`src/rtl/ps2_key_mapper.sv`:
```
// rtl/ps2_key_mapper.sv - PS/2 keyboard deframer and game-action mapper
//
// Purpose:
//   Synchronizes the raw PS/2 clock/data lines and deframes 11-bit frames
//   (start, 8 data LSB first, odd parity, stop). It tracks the E0/F0
//   prefixes and maps make codes to a 3-bit game action. The action is
//   presented with a ready/read_fin handshake.
//
// Ports:
//   clk_100M   in   system clock (only clock)
//   reset_n    in   asynchronous active-low reset
//   ps2_clock  in   raw PS/2 clock (asynchronous)
//   ps2_data   in   raw PS/2 data (asynchronous)
//   read_fin   in   consumer has taken data
//   ready      out  new action valid on data
//   data       out  action code (0 up .. 6 end turn)
//   frame_err  out  one-cycle pulse on start/parity/stop error or timeout
//   dropped    out  one-cycle pulse when a mapped key is discarded
module ps2_key_mapper #(
  parameter int TIMEOUT_CYCLES = 100_000,
  parameter int SYNC_STAGES    = 2
) (
  input  logic       clk_100M,
  input  logic       reset_n,
  input  logic       ps2_clock,
  input  logic       ps2_data,
  input  logic       read_fin,
  output logic       ready,
  output logic [2:0] data,
  output logic       frame_err,
  output logic       dropped
);

  localparam int TW = $clog2(TIMEOUT_CYCLES + 1);

  typedef enum logic [1:0] {
    IDLE  = 2'd0,
    SHIFT = 2'd1,
    CHECK = 2'd2
  } state_t;

  // Synchronizer chains: bit 0 is the first stage, MSB the last.
  logic [SYNC_STAGES-1:0] clk_sync_q, clk_sync_d;
  logic [SYNC_STAGES-1:0] dat_sync_q, dat_sync_d;
  logic                   clk_prev_q, clk_prev_d;
  logic                   fall_q, fall_d;

  state_t                 state_q, state_d;
  logic [3:0]             bit_cnt_q, bit_cnt_d;
  logic [7:0]             shreg_q, shreg_d;
  logic                   par_q, par_d;
  logic                   stop_q, stop_d;
  logic [TW-1:0]          tmo_q, tmo_d;
  logic                   ext_q, ext_d;
  logic                   brk_q, brk_d;
  logic                   ready_q, ready_d;
  logic [2:0]             data_q, data_d;
  logic                   dropped_q, dropped_d;

  logic                   din;
  logic                   frame_ok;
  logic                   map_hit;
  logic [2:0]             map_act;
  logic                   act_valid;

  assign din      = dat_sync_q[SYNC_STAGES-1];
  assign frame_ok = (^{shreg_q, par_q}) & stop_q;

  // Make-code lookup; ext selects the E0-prefixed arrow keys.
  always_comb begin
    map_hit = 1'b1;
    map_act = 3'd0;
    if (ext_q) begin
      case (shreg_q)
        8'h75:   map_act = 3'd0;
        8'h72:   map_act = 3'd1;
        8'h6B:   map_act = 3'd2;
        8'h74:   map_act = 3'd3;
        default: map_hit = 1'b0;
      endcase
    end else begin
      case (shreg_q)
        8'h1D:   map_act = 3'd0;
        8'h1B:   map_act = 3'd1;
        8'h1C:   map_act = 3'd2;
        8'h23:   map_act = 3'd3;
        8'h29:   map_act = 3'd4;
        8'h1A:   map_act = 3'd5;
        8'h5A:   map_act = 3'd6;
        default: map_hit = 1'b0;
      endcase
    end
  end

  always_comb begin
    clk_sync_d = {clk_sync_q[SYNC_STAGES-2:0], ps2_clock};
    dat_sync_d = {dat_sync_q[SYNC_STAGES-2:0], ps2_data};
    clk_prev_d = clk_sync_q[SYNC_STAGES-1];
    fall_d     = clk_prev_q & ~clk_sync_q[SYNC_STAGES-1];

    state_d    = state_q;
    bit_cnt_d  = bit_cnt_q;
    shreg_d    = shreg_q;
    par_d      = par_q;
    stop_d     = stop_q;
    ext_d      = ext_q;
    brk_d      = brk_q;
    frame_err  = 1'b0;
    act_valid  = 1'b0;

    // Saturating counter: it holds at the limit in IDLE, so it never wraps.
    if (fall_q) begin
      tmo_d = '0;
    end else if (tmo_q == TW'(TIMEOUT_CYCLES)) begin
      tmo_d = tmo_q;
    end else begin
      tmo_d = tmo_q + TW'(1);
    end

    case (state_q)
      IDLE: begin
        if (fall_q) begin
          if (!din) begin
            state_d   = SHIFT;
            bit_cnt_d = 4'd0;
          end else begin
            frame_err = 1'b1;
          end
        end
      end
      SHIFT: begin
        if (fall_q) begin
          bit_cnt_d = bit_cnt_q + 4'd1;
          if (bit_cnt_q < 4'd8) begin
            shreg_d = {din, shreg_q[7:1]};
          end else if (bit_cnt_q == 4'd8) begin
            par_d = din;
          end else begin
            stop_d  = din;
            state_d = CHECK;
          end
        end else if (tmo_q == TW'(TIMEOUT_CYCLES)) begin
          frame_err = 1'b1;
          state_d   = IDLE;
          ext_d     = 1'b0;
          brk_d     = 1'b0;
        end
      end
      CHECK: begin
        state_d = IDLE;
        if (!frame_ok) begin
          frame_err = 1'b1;
          ext_d     = 1'b0;
          brk_d     = 1'b0;
        end else if (shreg_q == 8'hE0) begin
          ext_d = 1'b1;
        end else if (shreg_q == 8'hF0) begin
          brk_d = 1'b1;
        end else if (brk_q) begin
          // Release of a key: consumes both prefixes, no action.
          ext_d = 1'b0;
          brk_d = 1'b0;
        end else begin
          act_valid = map_hit;
          ext_d     = 1'b0;
        end
      end
      default: state_d = IDLE;
    endcase

    // Handshake: a clear in the same cycle as a new action wins and the
    // action is dropped, since there is no queue.
    ready_d   = ready_q;
    data_d    = data_q;
    dropped_d = 1'b0;
    if (ready_q && read_fin) begin
      ready_d   = 1'b0;
      dropped_d = act_valid;
    end else if (act_valid) begin
      if (ready_q) begin
        dropped_d = 1'b1;
      end else begin
        ready_d = 1'b1;
        data_d  = map_act;
      end
    end
  end

  always_ff @(posedge clk_100M or negedge reset_n) begin
    if (!reset_n) begin
      // Lines idle high, so the chains start at 1 to avoid a false edge.
      clk_sync_q <= '1;
      dat_sync_q <= '1;
      clk_prev_q <= 1'b1;
      fall_q     <= 1'b0;
      state_q    <= IDLE;
      bit_cnt_q  <= 4'd0;
      shreg_q    <= 8'd0;
      par_q      <= 1'b0;
      stop_q     <= 1'b0;
      tmo_q      <= '0;
      ext_q      <= 1'b0;
      brk_q      <= 1'b0;
      ready_q    <= 1'b0;
      data_q     <= 3'd0;
      dropped_q  <= 1'b0;
    end else begin
      clk_sync_q <= clk_sync_d;
      dat_sync_q <= dat_sync_d;
      clk_prev_q <= clk_prev_d;
      fall_q     <= fall_d;
      state_q    <= state_d;
      bit_cnt_q  <= bit_cnt_d;
      shreg_q    <= shreg_d;
      par_q      <= par_d;
      stop_q     <= stop_d;
      tmo_q      <= tmo_d;
      ext_q      <= ext_d;
      brk_q      <= brk_d;
      ready_q    <= ready_d;
      data_q     <= data_d;
      dropped_q  <= dropped_d;
    end
  end

  assign ready   = ready_q;
  assign data    = data_q;
  assign dropped = dropped_q;

endmodule

```
`config.mk`:
```
export PLATFORM = sky130hd
export DESIGN_NAME = ps2_key_mapper
export DESIGN_NICKNAME = d
export VERILOG_FILES = /design/src/rtl/ps2_key_mapper.sv
export SDC_FILE = /design/constraint.sdc
export NUM_CORES = 1
export LEC_CHECK = 0
export CAP_MARGIN = 25
export CORE_MARGIN = 8
export CORE_UTILIZATION = 64
export CTS_CLUSTER_DIAMETER = 50
export DETAILED_ROUTE_END_ITERATION = 12
export GPL_TIMING_DRIVEN = 0
export PLACE_DENSITY = 0.85
export SLEW_MARGIN = 20
export SYNTH_ARGS = -nofsm -noshare
export SYNTH_HDL_FRONTEND = slang
export SYNTH_SLANG_ARGS = --single-unit
```
`constraint.sdc`:
```
create_clock -name clk_100M -period 3.98 [get_ports clk_100M]
set_clock_uncertainty 0.05 [all_clocks]
set_input_delay 0.597 -clock clk_100M [delete_from_list [all_inputs] [get_ports clk_100M]]
set_output_delay 0.597 -clock clk_100M [all_outputs]
set_load 0.05 [all_outputs]
```
======== Word level (Yosys, flattened, before mapping) ========
Cells that the tools add are included.
cells by class
  $add $sub $neg .......................... 2
  multiply operators ...................... 0
  divide/modulo/power cells ............... 0
  order comparisons ....................... 1
  eq/ne operators ......................... 28
  shifts and indexed selects .............. 0
  multiplexer cells ....................... 45
  bitwise gates (word level) .............. 7
  reductions and logical operators ........ 16
operators by type and width
  cell                   number
  $eq 8x7->1 const B     5
  $mux 17                2
  $eq 8x5->1 const B     4
  $mux 1                 26
  $reduce_and 4->1       5
  $pmux 3 s6             1
  $add 17x1->17 const B  1
  $eq 17x17->1 const B   1
  $eq 8x6->1 const B     2
  $eq 8x8->1 const B     2
  $mux 2                 6
  $mux 4                 3
  $ne 2x2->1 const B     6
  $ne 3x3->1 const B     4
  $reduce_xor 9->1       1
  $pmux 4 s2             1
  $reduce_or 7->1        1
  $pmux 2 s3             1
  $reduce_and 3->1       2
  $reduce_bool 2->1      3
  $not 1->1              5
  $reduce_and 5->1       1
  $add 4x1->4 const B    1
  $eq 4x4->1 const B     1
  12 further kinds       14
storage, ports and cells
  flip-flop bits (word level) ............. 46
  bits in latches ......................... 0
  bits in writable memories ............... 0
  ROM bits ................................ 0
  output and inout bits ................... 6
  logic and storage cells ................. 114
  memories kept ........................... 0

======== Longest topological paths before layout ========
Gate-level depths: netlist (run 1).
  depth after elaboration ................. 11
  depth in mapped cells ................... 8
  gate-level depth less buffers ........... 7

======== Worst setup path after synthesis (run 1) ========
Ideal clock, no wire load.
  path kind ............................... register to output
  start point ............................. register tmo_q[0]
  end point ............................... output port frame_err
  data arrival time ....................... 1.722 ns
  data required time ...................... 3.333 ns
  slack ................................... 1.611 ns
  cell stages (with the launch flop) ...... 9
  buffers on the path ..................... 1
  cell sequence ........................... dfrtp_1 > inv_1 > ha_1 > nor4bb_1 > and4_1 > clkbuf_1 > nand3_1 > o21ai_0 > mux2_2
on the way
  word-level cells in the longest chain between the ends .. 4
ends and longest elaborated chain
  what                    RTL line  RTL
  start, declared         53        logic [TW-1:0] tmo_q, tmo_d;
  start signal, assigned  217       tmo_q <= tmo_d;
  $eq 17x17->1            142       end else if (tmo_q == TW'(TIMEOUT_CYCLES)) begin
  $mux 1                  142
  $mux 1                  132       if (fall_q) begin
  $pmux 1 s3              120       case (state_q)
  end, declared           30        output logic frame_err,
Every way passes these cells.

======== Worst setup path in the final report (run 1) ========
Ends and elaborated chain as after synthesis.

==> summary.txt, run 1 <==
Setup path
  • Worst r2r path cells: 6
  • Crit-path max FO: 6
  • Crit path kind: reg2out
  • Worst endpoint required time: 3.33 ns
  • Critical Path Sink Type: output pin
  • CP Launch Type: register
  • WP data arrival: 2.86 ns
  • Reg-to-Reg End: data[0]
  • Crit Reg-Reg Startpoint: shreg_q[2]
  • Capture point of the worst path: frame_err
  • R2R setup slack: 1.61 ns
  • Worst setup path start: tmo_q[0]

Clock network
  • Htree depth: 2
  • Clock sinks: 46
  • CTS root buf: clkbuf_8
  • Clock transition at path regs: 0.08 ns
  • CTS Hold Bufs: 0
  • Skew-Pair Late Insertion Delay: roughly 0.3 ns
  • Post-cts repair resize count: 0
  • Clk buf depth: 2
  • Total CTS buffers: 5
  • CTS tree: done
  • Setup bufs post-CTS: 0

Timing
  • Final hold vios: 0
  • RSZ-0062 raised after global routing: false
  • Final max-slew violation count: 0
  • Slew margin rel.: 0.6050
  • Crit path time final: roughly 3.5 ns
  • Slew @ Worst Pin: 0.5903 ns
  • Final Setup Violations: 0
  • Worst setup margin: 0.4704 ns
  • Max Fclk: 284.9 MHz
  • Setup TNS Final: 0 ns
  • Tcrit/Tclk final: 0.8818

Routing
  • Post-Route WL: 4420 um
  • DRC Markers: 0
  • Remaining antenna violation count: 0
  • Via density per instance: 5.882
  • Wirelength per Cell: 14.44 um
  • Routed vias: 1800
  • DR iter-0 viols: roughly 180
  • First drt pass iteration count: 5

Synthesis
  • Area leader, netlist: dfrtp_1
  • Syn nets: 248
  • Synthesis Warnings: 0
  • Post-synth EDFFs: 0
  • Yosys top cell area share: 0.4112
  • Most used flip-flop cell after synthesis: dfrtp_1
  • Top-count cell post-synth: dfrtp_1
  • Synth top area cells: dfrtp_1 41%, dfstp_2 5.3%, mux2_2 5.0%
  • Syn_area_per_cell: approximately 10 sq um
  • Flops & latches, synth: 46
  • Ys async rst share: 1.000
  • Synth Instances: 239
  • Sequential fraction of the synthesis area: 0.4639
  • Library cells used by synthesis: 53
  • Synth top cells by count: 41 x dfrtp_1, 23 x nor2_1, 14 x nand2_1
  • Mapped Area: 0.002495 sq mm

Cells and area
  • Nets@finish: 266
  • Layout cells sized above 1: 0.1512
  • Antenna diode count: 0
  • Area grow syn2layout: 10.83%
  • Final Cell Area: 0.002765 sq mm
  • Fin cells: a little over 300

Power
  • Total power draw: 1.553 mW
  • Pleak: 1.184 nW
  • Power per cell area: 561.6 mW/mm^2
  • Worst IR drop on VDD: 0.4049 mV

GRT
  • Vias in the first global route: 1703
  • GRT overflow: 0
  • Largest net degree at the start of global routing: 30
  • First-pass GRT wire length: 7797 um
  • Initial antenna violation count: 0
  • GRT Overall Usage: 0.1562

Placed design
  • Placer Congestion: 0.8008
  • # port buffers: 10
  • Cell Area, Placed: 0.002670 sq mm
  • DP Worst Slack: just under 0.8 ns
  • HPWL Detailed: between 3000 and 4000 um
  • Placed cell count: 298

Floorplanning
  • IO Pins: 11
  • Rows: 22
  • Die area: 0.006152 sq mm
  • Die X: between 70 and 80 um
  • Die Ht: 78.44 um
  • Initial Util: 0.6714
  • Core ar.: roughly 0.0037 sq mm

Job
  • Max Cap Viol: 0

Status
  • Status: completed

Min path
  • Hold WC Path Type: in2async
==> cells in the final DEF, fill, tap and decap left out, drive strengths merged, types with 6 or more instances in the layout <==
cell	instances
a21oi	8
buf	8
clkbuf	11
clkdlybuf4s50	9
dfrtp	41
inv	12
mux2	13
nand2	14
nand2b	6
nand3	10
nor2	23
o21ai	9
xnor2	11
xor2	11
==> area by class of cell <==
class                      instances  area [sq um]
clock buffer                       6         82.58
multi-input combinational        170          1232
sequential                        46          1157
timing repair buffer              11         115.1
clock inverter                     2         12.51
buffer                            11         60.06
inverter                          12         45.04
tap                               48         60.06
fill                             273         950.9
==> registers in the layout, summed over array words and instances (netlist names) <==
signal and flops:
shreg_q 8, clk_sync_q 2, state_q 2, tmo_q 17
stop_q 1, ext_q 1, data 3, bit_cnt_q 4
par_q 1, brk_q 1, fall_q 1, dat_sync_q 2
ready 1, clk_prev_q 1, dropped 1
==> report_power, final <==
| group | switching (mW) | internal, mW |
|---|---|---|
| sequential | 0.0900 | 0.553 |
| combinational | 0.331 | 0.282 |
| clock | 0.157 | 0.140 |
| total | 0.578 | 0.974 |
==> metrics by stage <==
| step | hold slack [ns] | util |
|---|---|---|
| final | 0.1688 | 0.7441 |
| after global routing | 0.1903 | 0.7441 |
| after CTS | 0.1716 | 0.7441 |
| after detailed placement | 0.2976 | 0.7185 |
| after global placement | 0.2960 | 0.7145 |
| after floorplan | 0.2514 | - |
==> routing by layer <==
metal,vias to the layer above,GRT usage,part of all wire
li1,885,-,-
met1,873,0.2092,0.49
met2,38,0.2303,0.46
met3,4,0.04784,0.043
met4,0,0.06111,0.010
met5,-,0,0
==> cells by family after synthesis <==
group	after synthesis	synth area share
AOI/OAI and AO/OA	34	0.1033
xor gates and xnor gates	23	0.08927
adders and majority gates	4	0.02006
buffers and inverters	23	0.04212
DFF	46	0.4639
muxes	14	0.06570
and+or+nand+nor	95	0.2156
==> worst max-delay path, cell delays in order, from the launching register on <==
cell and delay, ns:
dfrtp_1 0.41, inv_1 0.10, ha_1 0.14, nor4bb_1 0.25
and4_1 0.23, clkbuf_1 0.26, nand3_1 0.11, o21ai_0 0.09
mux2_2 0.18, clkdlybuf4s50_1 0.80
==> worst min-delay path by stage <==
stage	endpoint	slack [ns]
after global routing	bit_cnt_q[1]	0.19
after CTS	bit_cnt_q[0]	0.17
final	bit_cnt_q[1]	0.17
after global placement	clk_sync_q[1]	0.30
after detailed placement	clk_sync_q[1]	0.30
after floorplan	bit_cnt_q[0]	0.25
No activity file was read; power rests on OpenSTA's default activity.
==> inputs of run 2 (changes only) <==
--- a/config.mk
+++ b/config.mk
@@ -5,7 +5,7 @@
 export SDC_FILE = /design/constraint.sdc
 export NUM_CORES = 1
 export LEC_CHECK = 0
-export CAP_MARGIN = 25
+export CORE_ASPECT_RATIO = 0.75
 export CORE_MARGIN = 8
 export CORE_UTILIZATION = 64
 export CTS_CLUSTER_DIAMETER = 50
==> run 2 against run 1 <==
Net effect:
- final area increased by 0.68%
- power rose by 5.5%
- worst hold slack improved by 0.029 ns
==> summary.txt, run 2 (synthesized netlist as in run 1, its figures left out) <==
Cells and area
  • Max reg flops: 17
  • Layout cells sized above 1: 0.1512
  • Nets@finish: 266
  • Antenna diode count: 0
  • Most frequent cells in the layout: 41 x dfrtp_1, 23 x nor2_1, 14 x nand2_1, 12 x inv_1
  • Biggest register: tmo_q
  • Area grow syn2layout: 11.58%
  • Fillers: around 270
  • Final core occ: 0.7507
  • Largest regs: tmo_q (17), shreg_q (8), bit_cnt_q (4)
  • Leading cell type in the layout, fill and taps excluded: dfrtp_1

Clock network
  • Skew-Pair Late Insertion Delay: approximately 0.3 ns
  • CTS Hold Bufs: 0
  • Clk buf depth: 2
  • Setup bufs post-CTS: 0
  • Clock sinks: 46
  • CTS root buf: clkbuf_8
  • Post-cts repair resize count: 0
  • Clock transition at path regs: approximately 0.090 ns
  • CTS tree: done
  • Htree depth: 2
  • Total CTS buffers: 5

Placed design
  • HPWL Detailed: roughly 3600 um
  • # port buffers: 10
  • Placer Congestion: 0.8143

Floorplanning
  • Rows: 19
  • Initial Util: 0.6727
  • Core ar.: roughly 0.0037 sq mm
  • Die X: between 80 and 90 um
  • IO Pins: 11
  • Die Ht: 70.07 um
  • Die area: between 0.006 and 0.007 sq mm

GRT
  • Vias in the first global route: roughly 1800
  • Largest net degree at the start of global routing: 27
  • GRT Overall Usage: 0.1785
  • GRT overflow: 0
  • Initial antenna violation count: 0
  • First-pass GRT wire length: 8694 um

Setup path
  • Critical Path Sink Type: output pin
  • Crit-path max FO: 6
  • Worst r2r path cells: 6
  • Crit Reg-Reg Startpoint: shreg_q[6]
  • Reg-to-Reg End: data[1]
  • Cells along the critical path: nor4b_1 -> and4_1 -> clkbuf_1 -> nand3_1 -> o21ai_0 -> mux2_2 -> clkdlybuf4s50_1
  • WP data arrival: 2.92 ns
  • CP max stage cell: clkdlybuf4s50_1
  • Crit path kind: reg2out
  • Max incr delay on CP: approximately 0.8 ns
  • Worst endpoint required time: around 3.3 ns
  • R2R setup slack: 1.49 ns
  • CP Launch Type: register

Timing
  • Tcrit/Tclk final: 0.8974
  • Final Setup Violations: 0
  • Final max-slew violation count: 0
  • Final hold vios: 0
  • Slew @ Worst Pin: 0.6287 ns
  • Crit path time final: about 3.6 ns
  • RSZ-0062 raised after global routing: false
  • WHS: approximately 0.2 ns
  • Slew margin rel.: 0.5793
  • Setup TNS Final: 0 ns
  • Max Fclk: between 200 and 300 MHz

Routing
  • M1 WL: 2452 um
  • Met3 WL: 244 um
  • Remaining antenna violation count: 0
  • DR iter-0 viols: 141
  • First drt pass iteration count: 4
  • Post-Route WL: approximately 5000 um
  • DRC Markers: 0
  • Via density per instance: between 6 and 7
  • Routed vias: about 1900
  • Wirelength per Cell: 16.12 um
  • Routed wl met2: 2225 um
  • Highest Signal Layer: met4

Power
  • Power per cell area: about 590 mW/mm^2
  • Worst IR drop on VDD: 0.5999 mV
  • Pleak: 1.195 nW

Job
  • Max Cap Viol: 0

Min path
  • Hold WC Path Type: in2async

Status
  • Status: completed
==> run 2: area by class of cell <==
cell class | count | area, sq um | share of cell area
clock inverter | 3 | 40.04 | 0.01438
sequential | 46 | 1157 | 0.4157
buffer | 11 | 60.06 | 0.02157
tap | 52 | 65.06 | 0.02337
timing repair buffer | 11 | 115.1 | 0.04135
inverter | 12 | 45.04 | 0.01618
clock buffer | 5 | 68.82 | 0.02472
multi-input combinational | 170 | 1232 | 0.4427
==> run 2: power breakdown <==
group / switching [mW] / internal (mW)
clock: 0.158 / 0.185
combinational: 0.363 / 0.283
sequential: 0.0970 / 0.553
==> run 2: worst max path at each step <==
stage	start	to	slack, ns
final	tmo_q[6]	frame_err	0.41
after global routing	tmo_q[6]	frame_err	0.28
after CTS	tmo_q[6]	frame_err	0.39
after detailed placement	tmo_q[0]	frame_err	0.74
after global placement	tmo_q[6]	frame_err	0.80
after floorplan	tmo_q[0]	frame_err	1.61
==> run 2: critical path, delay by kind of cell (launching register included) <==
family	cells	cell delay (ns)
DFF	1	0.44
AOI/OAI and AO/OA	1	0.11
muxes	1	0.20
and+or+nand+nor	3	0.81
buffers and inverters	2	1.06
==> run 2: per-stage QoR <==
step / cells / cell area, sq um / power (mW) / setup slack (ns)
floorplan: 239 / 2495 / 1.137 / 1.611
global placement: 301 / 2660 / 1.247 / 0.7994
detailed placement: 302 / 2675 / 1.298 / 0.7356
CTS: 310 / 2784 / 1.639 / 0.3881
global route: 310 / 2784 / 1.737 / 0.2790
finish: 310 / 2784 / 1.639 / 0.4084
==> run 2: routing by layer <==
metal | vias to the layer above | track usage
met1 | 948 | 0.2577
met4 | 0 | 0.06729
li1 | 881 | -
met3 | 8 | 0.04089
met2 | 54 | 0.2500
met5 | - | 0
